[src/rtl/io_pkg.sv]
// io_pkg: register offsets and UART state encoding shared by the io_ctrl block
package io_pkg;
  localparam logic [15:0] IO_LED    = 16'h0000;
  localparam logic [15:0] IO_SW     = 16'h0004;
  localparam logic [15:0] IO_COUNT  = 16'h0008;
  localparam logic [15:0] IO_CMP    = 16'h000C;
  localparam logic [15:0] IO_STAT   = 16'h0010;
  localparam logic [15:0] IO_TXDATA = 16'h0014;
  localparam logic [15:0] IO_TXSTAT = 16'h0018;
  typedef enum logic [1:0] {IDLE, START, DATA, STOP} uart_state_t;
endpackage

[src/rtl/io_uart_tx.sv]
// io_uart_tx: 8N1 serial transmitter, CLK_DIV clocks per bit
module io_uart_tx import io_pkg::*; #(
  parameter int CLK_DIV = 434
) (
  input  logic       clk,
  input  logic       rst,
  input  logic       start,
  input  logic [7:0] data,
  output logic       busy,
  output logic       tx
);
  localparam int W = $clog2(CLK_DIV);
  localparam logic [W-1:0] LAST = W'(CLK_DIV - 1);
  uart_state_t state, state_nx;
  logic [W-1:0] cnt, cnt_nx;
  logic [2:0] idx, idx_nx;
  logic [7:0] sh, sh_nx;
  logic tick;
  assign tick = cnt == LAST;
  always_ff @(posedge clk or posedge rst)
    if (rst) begin
      state <= IDLE;
      cnt <= '0;
      idx <= '0;
      sh <= '0;
    end else begin
      state <= state_nx;
      cnt <= cnt_nx;
      idx <= idx_nx;
      sh <= sh_nx;
    end
  always_comb begin
    state_nx = state;
    cnt_nx = tick ? '0 : cnt + W'(1);
    idx_nx = idx;
    sh_nx = sh;
    case (state)
      IDLE: begin
        cnt_nx = '0;
        if (start) begin
          state_nx = START;
          sh_nx = data;
          idx_nx = '0;
        end
      end
      START: state_nx = tick ? DATA : START;
      DATA: if (tick) begin
        idx_nx = idx + 3'd1;
        state_nx = idx == 3'd7 ? STOP : DATA;
      end
      STOP: state_nx = tick ? IDLE : STOP;
    endcase
  end
  assign busy = state != IDLE;
  // line level derives from state so an async reset forces idle-high at once
  assign tx = state == START ? 1'b0 : state == DATA ? sh[idx] : 1'b1;
endmodule

[src/rtl/io_ctrl.sv]
// io_ctrl: memory-mapped LED, switch, timer and UART peripherals for the IO window
module io_ctrl import io_pkg::*; #(
  parameter int CLK_DIV = 434
) (
  input  logic        clk,
  input  logic        rst,
  input  logic        io_ce,
  input  logic        io_we,
  input  logic [31:0] io_addr,
  input  logic [31:0] io_din,
  output logic [31:0] io_dout,
  input  logic [15:0] sw,
  output logic [15:0] led,
  output logic        uart_tx,
  output logic        timer_irq
);
  logic [15:0] off, sw_m, sw_s;
  logic [31:0] count, cmp;
  logic wr, pending, busy, unused;
  assign off = io_addr[15:0];
  assign wr = io_ce & io_we;
  assign unused = ^io_addr[31:16];
  always_ff @(posedge clk or posedge rst)
    if (rst) begin
      led <= '0;
      sw_m <= '0;
      sw_s <= '0;
      count <= '0;
      cmp <= '0;
      pending <= 1'b0;
    end else begin
      sw_m <= sw;
      sw_s <= sw_m;
      if (wr && off == IO_LED) led <= io_din[15:0];
      count <= (wr && off == IO_COUNT) ? io_din : count + 32'd1;
      if (wr && off == IO_CMP) cmp <= io_din;
      // a match in the same cycle as a clear keeps the interrupt pending
      if (cmp != '0 && count == cmp) pending <= 1'b1;
      else if (wr && off == IO_STAT && io_din[0]) pending <= 1'b0;
    end
  assign timer_irq = pending;
  io_uart_tx #(.CLK_DIV(CLK_DIV)) u_tx (
    .clk(clk),
    .rst(rst),
    .start(wr && off == IO_TXDATA),
    .data(io_din[7:0]),
    .busy(busy),
    .tx(uart_tx)
  );
  always_comb begin
    io_dout = '0;
    if (io_ce)
      case (off)
        IO_LED:    io_dout = {16'd0, led};
        IO_SW:     io_dout = {16'd0, sw_s};
        IO_COUNT:  io_dout = count;
        IO_CMP:    io_dout = cmp;
        IO_STAT:   io_dout = {31'd0, pending};
        IO_TXSTAT: io_dout = {31'd0, busy};
        default:   io_dout = '0;
      endcase
  end
endmodule

[config.mk]
export PLATFORM = sky130hd
export DESIGN_NAME = io_ctrl
export DESIGN_NICKNAME = d
export VERILOG_FILES = /design/src/rtl/io_pkg.sv /design/src/rtl/io_uart_tx.sv /design/src/rtl/io_ctrl.sv
export SDC_FILE = /design/constraint.sdc
export NUM_CORES = 1
export LEC_CHECK = 0
export BUFFER_PORTS_ARGS = -buffer_cell sky130_fd_sc_hd__buf_2
export CAP_MARGIN = 10
export CORE_AREA = 4 4 120 122
export CTS_BUF_LIST = sky130_fd_sc_hd__clkbuf_4 sky130_fd_sc_hd__clkbuf_8
export DETAILED_ROUTE_END_ITERATION = 8
export DIE_AREA = 0 0 124 126
export GPL_TIMING_DRIVEN = 0
export PLACE_DENSITY = 0.77
export SYNTH_ARGS = -nofsm -noshare
export SYNTH_HDL_FRONTEND = slang
export SYNTH_SLANG_ARGS = --single-unit
[constraint.sdc]
create_clock -name clk -period 3.9 [get_ports clk]
set_clock_uncertainty 0.2 [all_clocks]
set_input_delay 0 -clock clk [delete_from_list [all_inputs] [get_ports clk]]
set_output_delay 0 -clock clk [all_outputs]
set_load 0.01 [all_outputs]
Word level (Yosys, flattened, before mapping)

Cells that the tools add are included.
Widths: inputs -> output; s select.

Bits in registers: 135
Latch bits: 0
Memory bits (writable): 0
Memory bits (read-only): 0
Input bits: 84
Output and inout bits: 50
Logic and storage cells: 65
Memories kept: 0

Add/subtract/negate cells: 3
$mul: 0
Divide/modulo/power cells: 0
$lt $le $gt $ge: 1
Equal/unequal tests: 14
Shift-type cells: 0
Multiplexer cells: 20
Bitwise gates (word level): 1
Reduce and logical (&&, ||, !) cells: 16

Operator list:

| cell                  | count |
|---|---|
| $pmux 32 s6           | 1 |
| $mux 32               | 2 |
| $eq 16x5->1 const B   | 3 |
| $add 32x1->32 const B | 1 |
| $eq 16x4->1 const B   | 2 |
| $eq 32x32->1          | 1 |
| $reduce_bool 32->1    | 1 |
| $mux 9                | 2 |
| $eq 16x3->1 const B   | 1 |
| $logic_not 16->1      | 1 |
| $add 9x1->9 const B   | 1 |
| $eq 9x9->1 const B    | 1 |
| $mux 2                | 4 |
| $pmux 2 s4            | 1 |
| $logic_and 1x1->1     | 7 |
| $mux 1                | 6 |
| $mux 3                | 2 |
| $pmux 3 s2            | 1 |
| $reduce_bool 2->1     | 3 |
| $eq 2x2->1 const B    | 2 |
| $lt 3x4->1 const B    | 1 |
| $ne 2x1->1 const B    | 2 |
| $reduce_and 2->1      | 2 |
| $add 3x1->3 const B   | 1 |
| 6 further kinds       | 6 |

Logic depth before layout (Yosys ltp)

Gate-level depths: netlist (run 1).

Depth after elaboration: 5
Mapped depth: 8
Gate-level depth less buffers: 7

Cells and area by module

Synthesis (run 1) repeated with hierarchy kept, for this count alone.

Cell total of the unflattened synthesis: 636
Area, all modules: 6774.0 sq um

Modules (own cells, without submodules):

| module     | instances | cells an instance | area each (sq um) |
|---|---|---|---|
| io_ctrl    | 1         | 537               | 5614.1 |
| io_uart_tx | 1         | 99                | 1159.9 |

Worst setup path before layout (run 1)

No wires, ideal clock.

Path type: register to register
Start point: register count[12]
End point: register count[23]
Library setup time: 122 ps
Arrival: 1747 ps
Required time: 3578 ps
Path slack: 1831 ps
Cell stages (with the launch flop): 9
Buffers on the path: 3
Path through: dfrtp_1 buf_2 nand4_1 or4_4 buf_6 buf_6 nor3_2 xnor2_1 o21ai_2

Longest elaborated chain between the ends: 2

RTL lines:

| item                   | RTL line      | RTL |
|---|---|---|
| start, declared        | io_ctrl.sv:18 | `logic [31:0] count, cmp;` |
| start signal, assigned | io_ctrl.sv:35 | `count <= (wr && off == IO_COUNT) ? io_din : count + 32'd1;` |
| $add 32x1->32          | io_ctrl.sv:35 |  |
| $mux 32                | io_ctrl.sv:35 |  |

No other way between the ends.
A chain may end at the register's enable or synchronous reset.

Worst setup path in the final report (run 1)

Start point: register count[3]
End point: register count[28]

The elaborated chain is that of the path after synthesis.

==> results of run 1 <==
## layer usage
layer / GRT usage / share of wire / vias to the layer above
li1: - / - / 2453
met1: 0.318 / 0.43 / 2600
met2: 0.390 / 0.49 / 175
met3: 0.0511 / 0.051 / 43
met4: 0.0966 / 0.029 / 0
met5: 0 / 0 / -
## cells in the mapped netlist (all sizes together), types with 10 or more instances
cell    instances
nor2b          19
mux2           56
nand3          15
nor4           24
o21ai          36
nor3           10
buf            20
inv            12
xnor2          47
clkbuf         18
dfrtp         135
mux4           18
nand4          15
nand2          48
mux2i          19
nor2           36
xor2           23
## cell type report
class | count | area (um2)
clock inverter | 12 | 168
inverter | 12 | 50.0
clock buffer | 20 | 263
fill | 963 | 4430
sequential | 135 | 3380
timing repair buffer | 188 | 1320
multi-input combinational | 396 | 3190
buffer | 38 | 179
tap | 176 | 220
## stage by stage
| stage | cells | setup TNS [ns] | instance area [um2] | hold slack (ns) |
|---|---|---|---|---|
| final | 977 | 0 | 8760 | 0.0334 |
| after global routing | 977 | 0 | 8760 | 0.0616 |
| after CTS | 977 | 0 | 8760 | 0.0117 |
| after detailed placement | 874 | 0 | 7620 | -0.201 |
| after global placement | 873 | -161.78 | 7590 | -0.0926 |
| after floorplan | 581 | 0 | 6790 | -0.169 |
## power breakdown
| part | switching (mW) | internal, mW | leakage [nW] | total [mW] |
|---|---|---|---|---|
| logic | 0.0935 | 0.110 | 2.12 | 0.203 |
| clock network | 0.578 | 0.675 | 0.216 | 1.25 |
| registers | 0.0102 | 1.42 | 1.77 | 1.43 |
## state kept, by name, summed over array words and instances, names as in the netlist, 3 cells and up
| signal | count |
|---|---|
| count | 32 |
| sw_s | 16 |
| sw_m | 16 |
| u_tx.cnt | 9 |
| u_tx.sh | 8 |
| led | 16 |
| cmp | 32 |
| u_tx.idx | 3 |
## tightest hold or removal path: cells and delay by family
| family | cells | cell delay, ns |
|---|---|---|
| simple gates | 3 | 0.30 |
| compound gates | 1 | 0.11 |
| buf+inv | 2 | 0.25 |
## logic make-up (layout without fill, tap and decap cells)
| kind of cell | after synthesis | count (layout) | share of synthesized area |
|---|---|---|---|
| flip-flops | 135 | 135 | 0.498 |
| multiplexers | 93 | 93 | 0.181 |
| AO/OA/AOI/OAI | 40 | 40 | 0.0330 |
| AND/OR/NAND/NOR | 188 | 188 | 0.156 |
| XOR/XNOR | 70 | 70 | 0.0903 |
| adder cells (fa/ha/maj) | 5 | 5 | 0.00922 |
| buffers and inverters | 50 | 270 | 0.0330 |
## cells in the final DEF (no fill, tap or decap), types with 2 or more instances in the layout
master | synthesis | final
nand2_1 | 48 | 48
nor3_2 | 5 | 5
ha_1 | 5 | 5
dlygate4sd3_1 | 0 | 71
nand4_1 | 15 | 15
nor2_1 | 35 | 35
or2_2 | 2 | 2
mux2_1 | 32 | 32
inv_6 | 0 | 5
and4_1 | 3 | 3
buf_2 | 17 | 133
bufinv_16 | 0 | 3
nor3_4 | 2 | 2
mux4_2 | 17 | 17
inv_1 | 12 | 11
o21ai_2 | 4 | 4
nand2b_1 | 2 | 2
mux2i_1 | 19 | 19
mux2_2 | 24 | 24
clkbuf_1 | 18 | 18
clkbuf_4 | 0 | 2
o21ai_0 | 16 | 16
dfrtp_1 | 135 | 135
clkinv_4 | 0 | 4
xnor2_1 | 47 | 47
nor2b_1 | 19 | 19
clkbuf_8 | 0 | 18
buf_6 | 2 | 2
nor4_2 | 3 | 3
xor2_1 | 23 | 23
and3_1 | 3 | 3
or3_1 | 2 | 2
nor4_1 | 21 | 21
o21ai_1 | 16 | 16
nor3_1 | 3 | 3
nand3_1 | 14 | 14
## how the worst max path moves through the flow
stage / end / slack, ns / depth (start not counted)
global route: io_dout[25] / 1.31 / 7
CTS: io_dout[9] / 1.44 / 7
finish: count[28] / 1.46 / 6
global placement: u_tx.cnt[5] / -1.21 / 2
floorplan: cmp[0] / 0.09 / 1
detailed placement: cmp[1] / 1.40 / 8
==> results.toml, run 1 <==
[finish]
final_core_util = 0.664
synthToLayoutAreaGrowth_pct = 29.1
nets = 877
drive_gt1_frac = 0.288
insertedDiodeCount = 0

[clock_tree]
clk_pin_slew_ns = 0.08
cts_tree = "done"
cts_root_buffer = "clkbuf_8"
numCtsBuffers = 17
post_cts_buffers = 0
cts.repair.resized = 0
clk_latency_ns = 0.46
ctsHoldBuffers = 71
cts_max_level = 4
cts_buffer_depth = 2
clock-sinks = 135

[routing]
vias_per_cell = 5.40
wl_per_cell_um = 18.1
vias = 5271
drtAntennaViolNets = 0
drt-initial-drc-count = 353
drcViolationCount = 0
wirelength_mm = 17.7
drtPass1Iterations = 5

[floorplan]
core_um2 = 13200
fp-row-count = 42
dieArea_um2 = 15600
ios = 134
chipHeight_um = 126
start_util = 0.515
die_w_um = 124

[global_routing]
grt-ovfl-total = 0
first_global_vias = 5550
track_usage = 0.242
antenna_found_initial = 0
grt_max_degree = 103
grt_pass1_wl_mm = 28.9

[logic_synthesis]
synth_area_leaders = "dfrtp_1, xnor2_1, mux4_2, mux2_1, mux2_2"
async_reset_ff_frac = 1.00
ys_types = 47
yosysTopAreaCellShare = 0.498
syn_inst = 581
syn-cell-area_um2 = 6790
ys.flop_type = "dfrtp_1"
synth_warnings = 0
synth_fp_nets = 670
ys_seq_area_frac = 0.498
synth_area_per_cell_um2 = 11.7
synth-seq-cells = 135
synth_largest_area_cell = "dfrtp_1"
synth_edf_count = 0

[power]
peakVddDrop_v = 0.000269
p_per_area_nw_per_um2 = 330
p_leak_nw = 4.10
total_power_mw = 2.89

[place]
place_congestion = 0.909
dp_hpwl_mm = 12.6
port_buffers = 116
place_ws_ns = 1.40

[timing]
setup_slack_ns = 1.46
fmaxAchievable_mhz = 410
drv_slew = 0
fin_crit_ns = 2.44
rsz0062_at_grt = "no"
min_period_over_period = 0.626
hold_viol_final = 0
slew_headroom = 0.337
tightest_slew_ns = 0.985
setup_viol = 0

[critical_path]
path_max_fanout = 8
crit_arrival_ns = 2.59
max_stage_delay_ns = 0.55
worstPathRequired_ns = 4.05
critical_path_buf_inv_count = 1
critPathKind = "reg -> reg"
r2r_cells = 6
crit_path_cell_trace = "clkbuf_1, nand4_1, or3_1, nor4_1, xnor2_1, o21ai_2"
crit_path_top_delay_cell = "or3_1"
r2r_start = "count[3]"
critPathLaunch = "count[3]"
timing.rr.end = "count[28]"
crit_path_end_kind = "flip-flop"
rrSetupSlack_ns = 1.46
path_delay_family = "simple AND/OR/NAND/NOR gates"
cp-start-kind = "flip-flop"

[hold_path]
hp-class = "in -> reg"
hold_end = "timer_irq"
worstHoldPathCells = 6
min-delay-start = "io_addr[6]"

[flow_run]
cap_viol_max_count = 0

[run_status]
status = "complete, no violations"
(Power assumes the default switching activity.)
==> inputs of run 2 (changes only) <==
- ABC_AREA: unset -> 1
- CORE_AREA: 4 4 120 122 -> 4 4 116 118
- DIE_AREA: 0 0 124 126 -> 0 0 120 122
- PLACE_DENSITY: 0.77 -> 0.82
- clock period: 3.9 -> 2.26 ns (I/O delays scaled with it)
==> run 2 against run 1 <==
Power increased by 80%. Sequential share of layout area fell by 2.0 points. Largest power group unchanged. Clock power rose by 88%. Setup slack got worse by 1.4 ns. Non-clock buffer count up 8. Critical path type is now in -> out. Count of clock-buffer cells in the layout is 2 lower. Die area shrank 6.3%.
==> results.toml, run 2 <==
[place]
dp_hpwl_mm = 15.7
dp_cells = 1233
port_buffers = 117
place_ws_ns = 0.131
place_congestion = 0.975

[hold_path]
hp-class = "in -> reg"

[routing]
vias_per_cell = 5.52
vias = 7411
wl_per_cell_um = 16.8
wirelength_mm = 22.6
drtAntennaViolNets = 0
drt-initial-drc-count = 883
drtPass1Iterations = 7
drcViolationCount = 0

[timing]
final.setup.tns_ns = 0
setup_viol = 0
holdWs_ns = 0.0148
rsz0062_at_grt = "no"
fmaxAchievable_mhz = 461
fin_crit_ns = 2.17
hold_viol_final = 0
tightest_slew_ns = 0.810
setup_slack_ns = 0.0902
min_period_over_period = 0.960
slew_headroom = 0.459
drv_slew = 0

[logic_synthesis]
async_reset_ff_frac = 1.00
synth_fp_nets = 1030
synth_area_per_cell_um2 = 7.59
syn-cell-area_um2 = 7140
yosysMostFrequentCell = "nand2_1"
ys.flop_type = "dfrtp_1"
synth_common_cells = "nand2_1, dfrtp_1, nor2_1"
synth_warnings = 0
ys_types = 30
syn_inst = 941
synth-seq-cells = 135
yosysTopAreaCellShare = 0.473
synth_edf_count = 0
ys_seq_area_frac = 0.473
synth_largest_area_cell = "dfrtp_1"
synth_area_leaders = "dfrtp_1, nand2_1, nor2_1, o21ai_0, nand3_1"

[global_routing]
grt_max_degree = 37
antenna_found_initial = 0
grt-ovfl-total = 0
track_usage = 0.318
grt_pass1_wl_mm = 36.3
first_global_vias = 7246

[clock_tree]
cts_max_level = 4
cts_buffer_depth = 2
clk_pin_slew_ns = 0.08
cts_tree = "done"
numCtsBuffers = 17
clk_latency_ns = 0.45
clock-sinks = 135
cts_root_buffer = "clkbuf_8"

[critical_path]
crit_path_cell_trace = "buf_2, nor2_1, nand3_1, nor2_2, buf_2, buf_4, nand4_1, nand3_1, nor2_1, nor2_1, buf_2"
critical_path_buf_inv_count = 4
cp-start-kind = "primary input"
path_max_fanout = 10
cp.depth = 11
worstPathRequired_ns = 2.06
crit_path_end_kind = "output port"
critPathKind = "in -> out"
crit_end = "io_dout[13]"
r2r_cells = 9
rrSetupSlack_ns = 0.21
r2r_start = "count[0]"
path_delay_family = "simple AND/OR/NAND/NOR gates"
max_stage_delay_ns = 0.34
timing.rr.end = "count[30]"
crit_path_top_delay_cell = "buf_2"
critPathLaunch = "io_addr[7]"
crit_arrival_ns = 1.97

[finish]
final_common_cell = "nand2_1"
synthToLayoutAreaGrowth_pct = 29.3
drive_gt1_frac = 0.156
fill_cells = 1001
layout.cells.non_filler = 1342
nets = 1246
final_core_util = 0.741
multi_input_area_um2 = 3280
reg_top3 = "cmp (32), count (32)"
mostFrequentLayoutCells = "nand2_1, dfrtp_1, buf_2, nor2_1, inv_1"
register_area_um2 = 3380
insertedDiodeCount = 0

[power]
p_clk_frac = 0.450
p_int_mw = 3.97
peakVddDrop_v = 0.000546
p_per_area_nw_per_um2 = 564
power_frac_comb = 0.069
p_sw_mw = 1.23
seqPwrFrac = 0.480
p_leak_nw = 4.53
switching_share = 0.237

[flow_run]
cap_viol_max_count = 0

[floorplan]
ios = 134
chipHeight_um = 122
core_um2 = 12500
start_util = 0.573
dieArea_um2 = 14600
fp-row-count = 41
die_w_um = 120

[run_status]
status = "complete, no violations"
[run 2: layout make-up]
cell class | instances | area share
sequential | 135 | 0.366
multi-input combinational | 680 | 0.355
timing repair buffer | 197 | 0.152
inverter | 89 | 0.0366
clock buffer | 18 | 0.0261
clock inverter | 14 | 0.0238
tap | 172 | 0.0233
buffer | 37 | 0.0175
[run 2: cells by family after synthesis]
kind of cell,Yosys count,synth area share
xor gates and xnor gates,50,0.0613
DFF,135,0.473
buffers and inverters,126,0.0690
AOI/OAI and AO/OA,122,0.0876
adders and majority gates,5,0.00876
and+or+nand+nor,503,0.300
[run 2: tightest hold or removal path: cells and delay by family]
family                 cells  cell delay [ns]
AND/OR/NAND/NOR            4             0.44
buffers and inverters      1             0.12
AO/OA/AOI/OAI              1             0.06
[run 2: routing by layer]
layer  routed length (um)  vias to the layer above  global-route usage
met5                    0                        -                   0
met2                10600                      395               0.502
met3                 1980                       71              0.0678
met4                  786                        0               0.149
met1                 9250                     3474               0.423
li1                     -                     3471                   -
[run 2: worst min path at each step]
stage	cells after the start	to	from
global route	7	u_tx.sh[1]	io_addr[6]
finish	6	u_tx.sh[1]	io_addr[4]
floorplan	0	sw_m[0]	sw[0]
global placement	1	sw_m[7]	sw[7]
detailed placement	1	sw_m[13]	sw[13]
CTS	6	cmp[11]	io_addr[3]
[run 2: power groups by stage]
stage / registers, mW / logic (mW) / clock network [mW]
floorplan: 2.54 / 0.136 / 0
global placement: 2.54 / 0.241 / 0
detailed placement: 2.55 / 0.259 / 0
CTS: 2.50 / 0.354 / 2.35
global route: 2.50 / 0.402 / 2.47
finish: 2.50 / 0.361 / 2.35
[run 2: through the flow]
| step | instance area, um2 | total power, mW |
|---|---|---|
| finish | 9240 | 5.21 |
| global route | 9240 | 5.38 |
| CTS | 9200 | 5.20 |
| detailed placement | 8010 | 2.80 |
| global placement | 7950 | 2.78 |
| floorplan | 7150 | 2.67 |
[run 2: what timing repair did]
item	4_1_cts	5_1_grt
hold buffers	73	0
hold endpoints to repair	206	0
gates resized for setup	0	2
setup endpoints to repair	0	21
setup buffers	0	5
==> inputs of run 3 (changes only) <==
- CORE_AREA: 4 4 116 118 -> 2 2 114 116
- DIE_AREA: 0 0 120 122 -> 0 0 116 118
==> run 3 against run 2 <==
Critical path depth shrank 2. Setup slack gained 0.0029 ns. Design area grew 0.15%. Wire length shrank 1.4%. Register-to-register slack lost 0.05 ns. Die area shrank 6.5%. Via count shrank 0.94%. Maximum frequency grew 0.14%. Count of clock-buffer cells in the layout grew 8. Core utilization grew 0.42 points. Final cell count grew 0.37%. Critical path type unchanged. Critical endpoint is now io_dout[10]. Highest routed layer unchanged.
==> results.toml, run 3 (synthesis results as in run 2) <==
[run_status]
status = "complete, no violations"

[critical_path]
path_max_fanout = 10
crit_arrival_ns = 1.97
crit_path_end_kind = "output port"
worstPathRequired_ns = 2.06
critPathKind = "in -> out"
cp-start-kind = "primary input"

[place]
place_congestion = 0.967
dp_hpwl_mm = 15.5
dp_cells = 1233
post_dp_cell_area_um2 = 8010
port_buffers = 117

[finish]
insertedDiodeCount = 0
final_cell_area_um2 = 9250
drive_gt1_frac = 0.159
layout.cells.non_filler = 1347
fill_cells = 995
final_common_cell = "nand2_1"
nets = 1251
register_area_um2 = 3380
reg_top3 = "cmp (32), count (32)"
mostFrequentLayoutCells = "nand2_1, dfrtp_1, buf_2, nor2_1, inv_1"
multi_input_area_um2 = 3270
synthToLayoutAreaGrowth_pct = 29.5

[timing]
fmaxAchievable_mhz = 462
min_period_over_period = 0.959
tightest_slew_ns = 0.723
setup_viol = 0
final.setup.tns_ns = 0
slew_headroom = 0.518
holdWs_ns = 0.0878
drv_slew = 0
hold_viol_final = 0
fin_crit_ns = 2.17

[floorplan]
die_w_um = 116
ios = 134
dieArea_um2 = 13700
chipHeight_um = 118
fp-row-count = 41
start_util = 0.575
core_um2 = 12400

[power]
p_clk_frac = 0.425
p_per_area_nw_per_um2 = 539
p_leak_nw = 4.55
switching_share = 0.231
peakVddDrop_v = 0.000554
seqPwrFrac = 0.502
p_sw_mw = 1.15
power_frac_comb = 0.073
p_int_mw = 3.83

[global_routing]
grt_pass1_wl_mm = 35.2
grt_busiest_layer = "met2"
track_usage = 0.335
grt-ovfl-total = 0
first_global_vias = 7153
grt_use_met1 = 0.440
use_met3 = 0.0582
met2_usage = 0.536
antenna_found_initial = 0
grt_max_degree = 43

[clock_tree]
numCtsBuffers = 17
cts_buffer_depth = 2
clk_latency_ns = 0.46
cts_max_level = 4
cts_root_buffer = "clkbuf_8"
clk_pin_slew_ns = 0.08
clock-sinks = 135
cts_tree = "done"

[routing]
drtPass1Iterations = 6
drt-initial-drc-count = 774
drcViolationCount = 0
wirelength_mm = 22.3
drtAntennaViolNets = 0
vias = 7341
vias_per_cell = 5.45
wl_per_cell_um = 16.5

[hold_path]
hp-class = "in -> reg"

[flow_run]
cap_viol_max_count = 0
run 3: cell count changes in the layout (fill, tap and decap cells not counted), moves of 2 or more:
cell / delta
clkinv_4: -2
clkinvlp_4: +2
dlygate4sd3_1: +3
bufinv_16: -3
buf_4: +2
clkbuf_4: +3
clkbuf_2: +3
clkbuf_1: -3
inv_6: -4
clkbuf_8: +6
run 3: power by group through the flow:
stage / clock network, mW / logic [mW] / registers (mW)
floorplan: 0 / 0.136 / 2.54
global placement: 0 / 0.240 / 2.54
detailed placement: 0 / 0.258 / 2.54
CTS: 2.13 / 0.354 / 2.50
global route: 2.23 / 0.403 / 2.50
finish: 2.12 / 0.364 / 2.50
run 3: through the flow:
| step | utilization | setup WS, ns | total power, mW |
|---|---|---|---|
| final | 0.745 | 0.0932 | 4.98 |
| after global routing | 0.745 | -0.0140 | 5.14 |
| after CTS | 0.740 | 0.0325 | 4.98 |
| after detailed placement | 0.645 | 0.0968 | 2.80 |
| after global placement | 0.640 | -0.416 | 2.78 |
| after floorplan | - | 0.381 | 2.67 |
run 3: area by class of cell:
class / instances / area share
sequential: 135 / 0.365
multi-input combinational: 680 / 0.354
timing repair buffer: 202 / 0.157
clock buffer: 26 / 0.0367
inverter: 89 / 0.0365
tap: 172 / 0.0233
buffer: 37 / 0.0181
clock inverter: 6 / 0.00947
run 3: timing repair:
action                                  CTS  global route
setup buffers                             0             7
hold buffers                             75             0
gates resized for setup                   0             9
endpoints found under the setup margin    0            26
hold endpoints to repair                241             0
run 3: final timing paths:
kind                            startpoint     endpoint  slack (ns)  cells after the start
min in group asynchronous              rst   u_tx.sh[6]        0.48                      4
worst min register to register     sw_m[1]      sw_s[1]        0.15                      0
worst max register to register    count[0]    count[30]        0.16                      9
worst max-delay path            io_addr[3]  io_dout[10]        0.09                      9
worst min-delay path            io_addr[0]    count[14]        0.09                      7
max in group asynchronous              rst      cmp[20]        0.81                      5
run 3: metal layers:
| layer | vias up | routed length, um |
|---|---|---|
| met5 | - | 0 |
| met4 | 0 | 784 |
| met3 | 63 | 1620 |
| met2 | 368 | 10600 |
| met1 | 3423 | 9240 |
| li1 | 3487 | - |
run 3: worst max-delay path: stages:
cell and delay (ns):
buf_2 0.13, dlygate4sd3_1 0.61, nor2_2 0.22, nand2_1 0.13
nor2_4 0.18, clkbuf_4 0.25, nand2_1 0.08, a21oi_1 0.20
buf_2 0.17
